## config.mk

```make
export PLATFORM = sky130hd
export DESIGN_NAME = scan_driver_flat
export DESIGN_NICKNAME = d
export VERILOG_FILES = /design/src/rtl/scan_driver_if.sv /design/src/rtl/scan_driver.sv /design/src/flat_wrapper.sv
export SDC_FILE = /design/constraint.sdc
export NUM_CORES = 1
export LEC_CHECK = 0
export ABC_CLOCK_PERIOD_IN_PS = 3700
export CAP_MARGIN = 40
export CORE_MARGIN = 3
export CORE_UTILIZATION = 52
export CTS_CLUSTER_SIZE = 8
export DETAILED_ROUTE_END_ITERATION = 8
export MAX_ROUTING_LAYER = met4
export PLACE_DENSITY = 0.79
export SYNTH_ARGS = -nofsm -noshare
export SYNTH_HDL_FRONTEND = slang
export SYNTH_SLANG_ARGS = --single-unit
```

## constraint.sdc

```tcl
create_clock -name clk_en -period 3.7 [get_ports clk_en]
set_input_delay 0.555 -clock clk_en [delete_from_list [all_inputs] [get_ports clk_en]]
set_output_delay 0.555 -clock clk_en [all_outputs]
set_load 0.01 [all_outputs]
```

## src/rtl/scan_driver_if.sv

```systemverilog
// scan_driver_if: digit mask / brightness in, anode drive / slot index / status out.
interface scan_driver_if #(
    parameter int NUM_DIGITS = 4,
    parameter int PERIOD = 8
);
    localparam int SW = $clog2(NUM_DIGITS);
    localparam int BW = $clog2(PERIOD + 1);
    logic [NUM_DIGITS-1:0] digit_en;
    logic [BW-1:0] bright;
    logic [NUM_DIGITS-1:0] AN;
    logic [SW-1:0] S;
    logic frame_start;
    logic blank;
    modport master (output digit_en, bright, input AN, S, frame_start, blank);
    modport slave (input digit_en, bright, output AN, S, frame_start, blank);
endinterface

```

## src/rtl/scan_driver.sv

```systemverilog
// scan_driver: time-multiplexed anode scanner with digit masking, anti-ghost blanking and per-slot brightness.
module scan_driver #(
    parameter int NUM_DIGITS = 4,
    parameter int PERIOD = 8,
    parameter int BLANK_CYCLES = 2,
    parameter bit AN_ACTIVE_LOW = 1
) (
    input logic clk_en,
    input logic clr,
    scan_driver_if.slave bus
);
    localparam int SW = $clog2(NUM_DIGITS);
    localparam int CW = $clog2(PERIOD);
    localparam int BW = $clog2(PERIOD + 1);
    localparam logic [9:0] BL = 10'(BLANK_CYCLES);
    localparam logic [9:0] MAX_ON = 10'(PERIOD - BLANK_CYCLES);
    localparam logic [NUM_DIGITS-1:0] AN_OFF = AN_ACTIVE_LOW ? {NUM_DIGITS{1'b1}} : {NUM_DIGITS{1'b0}};
    // FRESH marks the slot entered by reset, whose brightness has not been sampled yet
    typedef enum logic [1:0] {ST_FRESH, ST_RUN, ST_IDLE} state_t;
    state_t st_q, st_d;
    logic [SW-1:0] s_q, s_d, lo, nx, idx;
    logic [CW-1:0] cnt_q, cnt_d;
    logic [BW-1:0] br_q, br_d;
    logic [NUM_DIGITS-1:0] an_q, an_d, onehot;
    logic fs_q, fs_d, blank_q, blank_d, any, wake, adv, active;
    logic [9:0] cnt_x, eff;
    always_ff @(posedge clk_en or posedge clr) begin
        if (clr) begin
            st_q <= ST_FRESH;
            s_q <= '0;
            cnt_q <= '0;
            br_q <= '0;
            an_q <= AN_OFF;
            fs_q <= 1'b0;
            blank_q <= 1'b1;
        end else begin
            st_q <= st_d;
            s_q <= s_d;
            cnt_q <= cnt_d;
            br_q <= br_d;
            an_q <= an_d;
            fs_q <= fs_d;
            blank_q <= blank_d;
        end
    end
    always_comb begin
        lo = '0;
        nx = s_q;
        idx = '0;
        for (int k = NUM_DIGITS - 1; k >= 0; k--)
            if (bus.digit_en[k]) lo = SW'(k);
        // descending search so the nearest enabled index after S wins; k=NUM_DIGITS lands on S itself
        for (int k = NUM_DIGITS; k >= 1; k--) begin
            idx = SW'((int'(s_q) + k) % NUM_DIGITS);
            if (bus.digit_en[idx]) nx = idx;
        end
        any = |bus.digit_en;
        wake = any && st_q == ST_IDLE;
        adv = any && st_q != ST_IDLE && cnt_q == CW'(PERIOD - 1);
        st_d = any ? ST_RUN : ST_IDLE;
        s_d = wake ? lo : adv ? nx : s_q;
        cnt_d = (!any || wake || adv) ? '0 : cnt_q + CW'(1);
        br_d = (st_q == ST_FRESH || cnt_d == '0) ? bus.bright : br_q;
        cnt_x = 10'(cnt_d);
        eff = 10'(br_d) > MAX_ON ? MAX_ON : 10'(br_d);
        // unsigned wrap makes ticks inside the blank interval compare as large
        active = any && bus.digit_en[s_d] && (cnt_x - BL) < eff;
        onehot = active ? NUM_DIGITS'(1) << s_d : '0;
        an_d = AN_ACTIVE_LOW ? ~onehot : onehot;
        blank_d = !active;
        fs_d = (wake || adv) && s_d == lo;
    end
    assign bus.AN = an_q;
    assign bus.S = s_q;
    assign bus.frame_start = fs_q;
    assign bus.blank = blank_q;
endmodule

```

## src/flat_wrapper.sv

```systemverilog
// flat-port wrapper written by rule: the top's interface ports become plain ports
module scan_driver_flat 
#(
    parameter int NUM_DIGITS = 4,
    parameter int PERIOD = 8,
    parameter int BLANK_CYCLES = 2,
    parameter bit AN_ACTIVE_LOW = 1
)
  (clk_en, clr, bus_digit_en, bus_bright, bus_AN, bus_S, bus_frame_start, bus_blank);
  scan_driver_if #(.NUM_DIGITS(NUM_DIGITS), .PERIOD(PERIOD)) bus_i ();
  input logic clk_en;
  input logic clr;
  input wire logic [$bits(bus_i.digit_en)-1:0] bus_digit_en;
  input wire logic [$bits(bus_i.bright)-1:0] bus_bright;
  output wire logic [$bits(bus_i.AN)-1:0] bus_AN;
  output wire logic [$bits(bus_i.S)-1:0] bus_S;
  output wire logic [$bits(bus_i.frame_start)-1:0] bus_frame_start;
  output wire logic [$bits(bus_i.blank)-1:0] bus_blank;
  assign bus_i.digit_en = bus_digit_en;
  assign bus_i.bright = bus_bright;
  assign bus_AN = bus_i.AN;
  assign bus_S = bus_i.S;
  assign bus_frame_start = bus_i.frame_start;
  assign bus_blank = bus_i.blank;
  scan_driver #(.NUM_DIGITS(NUM_DIGITS), .PERIOD(PERIOD), .BLANK_CYCLES(BLANK_CYCLES), .AN_ACTIVE_LOW(AN_ACTIVE_LOW)) u_core (.clk_en(clk_en), .clr(clr), .bus(bus_i));
endmodule
```

==> summary.txt <==
Synth
  • EDFF count, synth: 0
  • FFs w/ async S/R, synth: between 90% and 100%
  • Cells after synthesis: between 100 and 150
  • Synthesis-stage register bit count: 17
  • Post-synth net total: between 100 and 150
  • Netlist cell types: between 40 and 50
  • Post-synthesis sequential area ratio: 39.6%
  • Primary FF master, synth: dfrtp_1
  • Post-synth design cell area: 1090 um2
  • YS warnings: 0
  • Syn Area/Cell: around 9.7 um2

Detailed routing
  • Vias post-DR: around 950
  • Final WL: roughly 2400 um
  • Remaining antenna violation count: 0
  • Residual DRC: 0
  • Router iterations before antenna repair: 4
  • Post-DR wirelength/cell: roughly 15 um
  • Via/cell ratio: around 6
  • DR iter-0 viols: 37

Setup path
  • Crit end category: flip-flop
  • Worst R2R Start: u_core.cnt_q[0]
  • Worst R2R Path Depth: 10
  • Crit start category: input pin
  • Worst path top cell family by delay: simple AND/OR/NAND/NOR gates
  • CP Launch Point: bus_digit_en[1]
  • Slowest cell on crit path: or4_1
  • Worst Path Required: slightly below 4 ns
  • Worst path most repeated cell: ha_1
  • Buffers & Inverters on Critical Path: 2
  • Crit path DAT: ~3.5 ns
  • Cell breakdown of the critical path: clkdlybuf4s50_1 -> or4_1 -> inv_4 -> nor3_1 -> nand2_1 -> ha_1 -> ha_1 -> a2111oi_0 -> nand2b_1 -> o21ai_2 -> nand4b_1
  • WP depth: 11
  • Crit path max fanout: 7
  • Kind of critical path: in2reg
  • Slowest stage delay, CP: 0.65 ns

Die
  • Initial Util: between 50% and 60%
  • Row count: 15
  • Die ar.: approximately 2700 um2
  • Die Y: a little over 50 um
  • Die W: around 52 um
  • IO Pins: 18
  • Placeable Area: roughly 1900 um2

STA
  • Worst Skew: slightly below 0.009 ns
  • Final min period: around 3.3 ns
  • Fin crit share: 87.9%
  • Slew HR: roughly 57%
  • Setup TNS: 0 ns
  • Max Clk Rate: approximately 310 MHz
  • RSZ-0062 raised after global routing: false
  • Final-report setup violation count: 0
  • Final Slew Violations: 0
  • Slew @ Worst Pin: around 0.64 ns
  • Hold Fails Final Rpt: 0

Cells and area
  • Fin util: roughly 72%
  • Synthesis-to-layout area growth: 22.2%
  • Number of fill cells in the layout: roughly 140
  • Layout cell share with drive strength beyond 1: 17.9%
  • Most frequent cells in the layout: clkdlybuf4s50_1 (17), dfrtp_1 (12), inv_1 (11)
  • Non-Filler Instances: between 150 and 200
  • Final net count: roughly 150
  • Cell area after layout: approximately 1300 um2
  • Commonest non-fill, non-tap cell in the layout: clkdlybuf4s50_1
  • # diodes: 0

Global routing
  • First-pass GRT wire length: ~4200 um
  • Largest net degree at the start of global routing: 18
  • Gr ovfl total: 0
  • Vias in the first global route: between 900 and 1000
  • Overall routing resource usage: between 20% and 30%
  • Initial antenna violation count: 0

Clock network
  • CTS tree: done
  • Clock Root Buffer: clkbuf_4
  • H-tree Lvls: 1
  • Worst skew pair latency: around 0.30 ns
  • CTS Sinks: 17
  • Clock transition at path regs: 0.09 ns
  • Post-CTS setup buffers: 0
  • Max clock buf depth: 2
  • CTS buffer count: 3
  • Post-cts hold buffer count: 0
  • CTS resizes: 0

Placement
  • RD Place Congestion: about 0.9
  • DP Area: 1310 um2
  • Port Buffer Count: 17
  • Placed insts: ~160
  • HPWL Detailed: between 1500 and 2000 um

Run status
  • Status: finished, final reports clean

Min path
  • Hold Startpoint: u_core.br_q[0]
  • Hold Crit Depth: 1
  • Worst Hold Class: reg2reg

Power and ir drop
  • Pwr/cell area: 826 nW/um2
  • Total power: 1.10 mW
  • Max VDD drop: around 0.00057 V
  • Leak: between 0.6 and 0.7 nW

Job
  • Max-cap violations: 0
-- sequential cells by signal (all words and copies together) (netlist names) --
signal	flops
u_core.st_q	2
u_core.bus.AN	4
u_core.bus.blank	1
u_core.br_q	4
u_core.cnt_q	3
u_core.bus.frame_start	1
u_core.bus.S	2
-- power breakdown --
group / switching (mW) / internal, mW
clock: 0.0592 / 0.0420
sequential: 0.0564 / 0.267
combinational: 0.352 / 0.322
total: 0.468 / 0.631
-- Yosys cell counts (2+ instances only) --
library cell | n | share of area (%)
clkbuf_1 | 2 | 0.69
o22ai_1 | 2 | 1.1
nand4_1 | 2 | 1.1
dfrtp_1 | 12 | 28
nand2_1 | 7 | 2.4
inv_1 | 11 | 3.8
a21oi_1 | 3 | 1.4
a2111oi_0 | 2 | 1.6
nand2b_1 | 5 | 2.9
mux2_2 | 3 | 3.1
dfstp_2 | 5 | 12
nor3_1 | 3 | 1.4
o21ai_0 | 7 | 3.2
nor2_1 | 7 | 2.4
o2bb2ai_1 | 2 | 1.6
ha_1 | 6 | 6.9
nor4_1 | 2 | 1.1
o31ai_1 | 2 | 1.4
nand3b_1 | 2 | 1.4
-- cell type report --
class,instances,area (um2),area share (%)
timing repair buffer,22,208,15.6
tap,25,31.3,2.35
multi-input combinational,79,587,44.1
clock buffer,4,26.3,1.97
sequential,17,432,32.4
inverter,12,47.5,3.57
-- through the flow --
stage	setup WS, ns	hold slack [ns]
after floorplan	0.843	0.477
after global placement	0.259	0.515
after detailed placement	0.111	0.521
after CTS	0.434	0.545
after global routing	0.210	0.564
final	0.447	0.545
-- layer usage --
layer	GRT usage (%)	part of all wire, %	vias up	wire length [um]
li1	-	-	452	-
met1	27.4	46	455	1100
met2	32.8	46	36	1110
met3	6.02	6.5	6	156
met4	7.42	1.6	0	38
met5	-	0	-	0
-- kinds of logic (layout without fill, tap and decap cells) --
family                     after synthesis  count (layout)  share of synthesized area [%]
AOI/OAI and AO/OA                       31              31                           23.4
DFF                                     17              17                           39.6
muxes                                    5               5                           5.40
and+or+nand+nor                         36              36                           17.8
other                                    1               1                          0.344
adders and majority gates                6               6                           6.89
buffers and inverters                   16              38                           6.54
-- final timing paths --
kind	endpoint	slack, ns
worst max-delay path	u_core.bus.AN[0]	0.45
worst min-delay path	u_core.br_q[0]	0.54
worst max register to register	u_core.bus.AN[0]	0.56
worst min register to register	u_core.br_q[0]	0.54
max in group asynchronous	u_core.st_q[1]	2.64
min in group asynchronous	u_core.br_q[3]	0.64
Power figures use the tool's default switching activity.
